$ cat src/rtl/spike_rate_encoder.sv
// Rate-coded spike encoder: each timestep scans the channels one per cycle, compares a
// shared random sample against each channel's rate word, and hands the spike vector downstream.
module spike_rate_encoder #(
  parameter int N_CH   = 8,
  parameter int RAND_W = 20,
  parameter int REFRAC = 1
) (
  input  logic                    clk,
  input  logic                    rst,
  input  logic [RAND_W-1:0]       rand_in,
  input  logic                    run,
  input  logic                    rate_wr_en,
  input  logic [$clog2(N_CH)-1:0] rate_wr_addr,
  input  logic [RAND_W-1:0]       rate_wr_data,
  output logic [N_CH-1:0]         spikes_out,
  output logic                    spikes_valid,
  input  logic                    spikes_ready,
  output logic                    busy,
  output logic [15:0]             step_count
);

  localparam int CH_W = $clog2(N_CH);
  localparam int RF_W = (REFRAC > 1) ? $clog2(REFRAC + 1) : 1;

  localparam logic [1:0] IDLE = 2'd0;
  localparam logic [1:0] SCAN = 2'd1;
  localparam logic [1:0] HOLD = 2'd2;

  logic [1:0]        state;
  logic [CH_W-1:0]   ch;
  logic [N_CH-1:0]   acc;
  logic [RAND_W-1:0] rate   [N_CH];
  logic [RF_W-1:0]   refrac [N_CH];

  logic [RAND_W-1:0] cur_rate;
  logic [RF_W-1:0]   cur_refrac;
  logic              spike_bit;
  logic              last_ch;
  logic [N_CH-1:0]   acc_next;

  // Evaluation of the channel currently addressed by ch; the rate read here is the
  // pre-write value, so a same-cycle write only affects later evaluations.
  always_comb begin
    cur_rate   = rate[ch];
    cur_refrac = refrac[ch];
    spike_bit  = (cur_refrac == '0) && (rand_in < cur_rate);
    last_ch    = (ch == CH_W'(N_CH - 1));
    acc_next   = acc | (N_CH'(spike_bit) << ch);
  end

  always_ff @(posedge clk) begin
    if (rst) begin
      state        <= IDLE;
      ch           <= '0;
      acc          <= '0;
      spikes_out   <= '0;
      spikes_valid <= 1'b0;
      step_count   <= '0;
    end else begin
      case (state)
        IDLE: begin
          if (run) begin
            state <= SCAN;
            ch    <= '0;
            acc   <= '0;
          end
        end
        SCAN: begin
          acc <= acc_next;
          if (last_ch) begin
            state        <= HOLD;
            spikes_out   <= acc_next;
            spikes_valid <= 1'b1;
            ch           <= '0;
            acc          <= '0;
          end else begin
            ch <= ch + CH_W'(1);
          end
        end
        HOLD: begin
          if (spikes_ready) begin
            spikes_valid <= 1'b0;
            step_count   <= step_count + 16'd1;
            state        <= run ? SCAN : IDLE;
            ch           <= '0;
            acc          <= '0;
          end
        end
        default: state <= IDLE;
      endcase
    end
  end

  // Out-of-range addresses can occur when N_CH is not a power of two; those writes are dropped.
  always_ff @(posedge clk) begin
    if (rst) begin
      for (int i = 0; i < N_CH; i++) rate[i] <= '0;
    end else if (rate_wr_en && (int'(rate_wr_addr) < N_CH)) begin
      rate[rate_wr_addr] <= rate_wr_data;
    end
  end

  always_ff @(posedge clk) begin
    if (rst) begin
      for (int i = 0; i < N_CH; i++) refrac[i] <= '0;
    end else if (state == SCAN) begin
      if (cur_refrac != '0) refrac[ch] <= cur_refrac - RF_W'(1);
      else if (spike_bit)   refrac[ch] <= RF_W'(REFRAC);
    end
  end

  assign busy = (state == SCAN) || (state == HOLD);

endmodule

$ cat config.mk
export PLATFORM = sky130hd
export DESIGN_NAME = spike_rate_encoder
export DESIGN_NICKNAME = d
export VERILOG_FILES = /design/src/rtl/spike_rate_encoder.sv
export SDC_FILE = /design/constraint.sdc
export NUM_CORES = 1
export LEC_CHECK = 0
export CAP_MARGIN = 20
export CORE_MARGIN = 2
export CORE_UTILIZATION = 65
export CTS_BUF_LIST = sky130_fd_sc_hd__clkbuf_8
export CTS_CLUSTER_DIAMETER = 120
export CTS_CLUSTER_SIZE = 30
export DETAILED_ROUTE_END_ITERATION = 7
export GPL_ROUTABILITY_DRIVEN = 0
export PLACE_DENSITY = 0.92
export SLEW_MARGIN = 15
export SYNTH_ARGS = -nofsm -noshare
export SYNTH_HDL_FRONTEND = slang
export SYNTH_SLANG_ARGS = --single-unit
$ cat constraint.sdc
create_clock -name clk -period 11.4 [get_ports clk]
set_input_delay 1.71 -clock clk [delete_from_list [all_inputs] [get_ports clk]]
set_output_delay 1.71 -clock clk [all_outputs]
set_load 0.02 [all_outputs]
==> results.json <==
{
  "outcome": "completed",
  "tightestPinTransition_ns": 1.03,
  "wl_per_cell_microns": 22.2,
  "rows": 45,
  "clkPwrFrac": 0.220,
  "maxSlewViolCount": 0,
  "hold_viol_final": 0,
  "coreArea_sq_um": 15000,
  "leakagePower_nw": 3.68,
  "finalClockSkew_ns": 0.0134,
  "htree_levels": 1,
  "syn-num-nets": 801,
  "cts_hold_buf": 0,
  "design_area_sq_um": 10900,
  "clock_path_buffers": 3,
  "drc_errors": 0,
  "wl_mm": 21.4,
  "drt_iter0_drc": 733,
  "met2_usage": 0.477,
  "crit_type": "flip-flop to flip-flop",
  "track_usage": 0.270,
  "antenna_found_initial": 0,
  "hold_path_class": "flip-flop to flip-flop",
  "synth_warnings": 0,
  "max_freq_mhz": 209,
  "max_stage_delay_ns": 0.92,
  "netlist_top_cells_count": "edfxtp_1, and2_1, mux4_2, dfxtp_1, nor2_1",
  "yosysTopAreaCellShare": 0.512,
  "worst_setup_path_end_kind": "flip-flop",
  "n_antenna_cell": 0,
  "port_buffers": 73,
  "cts_resized": 0,
  "die_w_microns": 127,
  "first_global_vias": 6299,
  "syn_area_sq_um": 9860,
  "yosysUniqueCellTypes": 45,
  "syn_to_final_growth_pct": 10.3,
  "power_switching_share": 0.242,
  "via_per_inst": 6.39,
  "grt_busiest_layer": "met2",
  "crit_path_cell_trace": "buf_4, mux4_2, mux2i_1, ha_1, and3_1, a221o_1, a22o_1, a2111oi_4, a21oi_2, o21bai_1",
  "switchingPower_mw": 0.332,
  "seq_area_frac_synth": 0.595,
  "fin_crit_sh": 0.419,
  "dieArea_sq_um": 16200,
  "max-vdd-ir-drop_mv": 0.0691,
  "cts-root-buf": "clkbuf_8",
  "crit_path_top_delay_cell": "a2111oi_4",
  "synth_flop_cell": "edfxtp_1",
  "cp.arrival_ns": 5.00,
  "power_frac_seq": 0.641,
  "cp_max_fo": 42,
  "maxCapViolCount": 0,
  "synth_seq_cells": 209,
  "numCtsBuffers": 10,
  "placed_cell_area_sq_um": 10700,
  "cts_setup_buffers": 0,
  "cp.required_ns": 11.62,
  "setup_viol": 0,
  "grt_setup_unrepaired": "false",
  "async_flop_share": 0,
  "synth.largest_area_cell": "edfxtp_1",
  "synth.avg_cell_area_sq_um": 13.6,
  "overflow": 0,
  "via_count": 6167,
  "r2r_setup_slack_ns": 6.63,
  "cts_tree": "done",
  "drive_gt1_frac": 0.117,
  "fin_nets": 850,
  "powerDensity_nw_per_um2": 126,
  "clkLatencyLatePin_ns": 0.51,
  "grt_pass1_wl_mm": 33.5,
  "grtUsageMet1": 0.357,
  "start_util": 0.656,
  "combPwrFrac": 0.140,
  "synth_edf_count": 168,
  "synth.most_common_cell": "edfxtp_1",
  "hpwl_mm": 13.7,
  "die_y_microns": 127,
  "first_pass_iters": 5,
  "worst_setup_path_start_kind": "flip-flop",
  "ant_nets": 0,
  "clock_sinks": 209,
  "fin_crit_ns": 4.77,
  "synthCells": 727,
  "intPower_mw": 1.04,
  "io_pins": 74,
  "maxSlewHeadroom": 0.316,
  "grt_max_degree": 51,
  "finalSetupTns_ns": 0,
  "use_met3": 0.0398,
  "clk_pin_slew_worst_paths_ns": 0.16,
  "synth_area_leaders": "edfxtp_1, and2_1, mux4_2"
}
state kept, by name (all words and copies together) (netlist names), named ones only:
register      count
state             2
spikes_out        8
rate            160
ch                3
acc               8
spikes_valid      1
step_count       16
refrac            8
logic make-up (layout without fill, tap and decap cells):
group                      after synthesis  in the layout  share of synthesized area
AOI/OAI and AO/OA                       66             66                     0.0437
xor gates and xnor gates                11             11                    0.00978
adders and majority gates               26             26                     0.0330
buffers and inverters                   50            100                     0.0206
DFF                                    209            209                      0.595
muxes                                   64             64                      0.119
and+or+nand+nor                        301            301                      0.179
through the flow:
stage	power, mW	utilization	worst slack (ns)	std cells	hold WS, ns
detailed placement	1.08	0.713	6.43	952	0.456
floorplan	1.02	-	7.61	727	0.427
global placement	1.07	0.713	6.59	952	0.434
finish	1.37	0.723	6.63	965	0.475
CTS	1.37	0.723	6.59	965	0.476
global route	1.41	0.723	6.34	965	0.492
cell type report:
cell class	instances	area, sq um
tap	188	235
fill	913	4160
multi-input combinational	468	3800
timing repair buffer	81	791
inverter	6	22.5
sequential	209	5870
clock inverter	2	7.51
clock buffer	11	151
final timing paths:
check | from | endpoint | cells past startpoint
worst max-delay path | flip-flop | refrac[0] | 10
worst min-delay path | acc[3] | acc[3] | 2
worst max register to register | flip-flop | refrac[0] | 10
worst min register to register | acc[3] | acc[3] | 2
power by group through the flow:
stage,Clock [mW],Combinational (mW),Sequential [mW]
after global placement,0,0.182,0.890
after global routing,0.323,0.208,0.881
after detailed placement,0,0.191,0.894
after CTS,0.298,0.192,0.877
after floorplan,0,0.132,0.887
final,0.301,0.192,0.877
routing by layer:
layer  vias up  share of wire
met4         0          0.017
met1      3083           0.37
met2       297           0.53
li1       2752              -
met3        35          0.084
met5         -              0
critical path: cells and delay by family, from the launching register on:
kind,cells,cell delay (ns)
buf+inv,1,0.64
compound gates,5,2.06
mux,2,0.91
flops,1,0.34
fa+ha+maj,1,0.32
simple gates,1,0.20
cell usage in the layout, fill, tap and decap left out, drive strengths merged, types with 2 or more instances in the layout:
cell             n
a211oi           8
a21o             2
a21oi           18
a31oi            9
and2           163
and3             4
buf              8
clkbuf          11
clkdlybuf4s50   73
dfxtp           41
edfxtp         168
ha              26
inv              8
mux2             2
mux2i           20
mux4            42
nand2           30
nand2b           7
nand3           12
nand3b           2
nand4            7
nor2            41
nor2b            3
nor3             4
nor4            10
o21ai           15
o21bai           8
or2              9
or3              6
xnor2            2
xor2             9
Power figures use the tool's default switching activity.
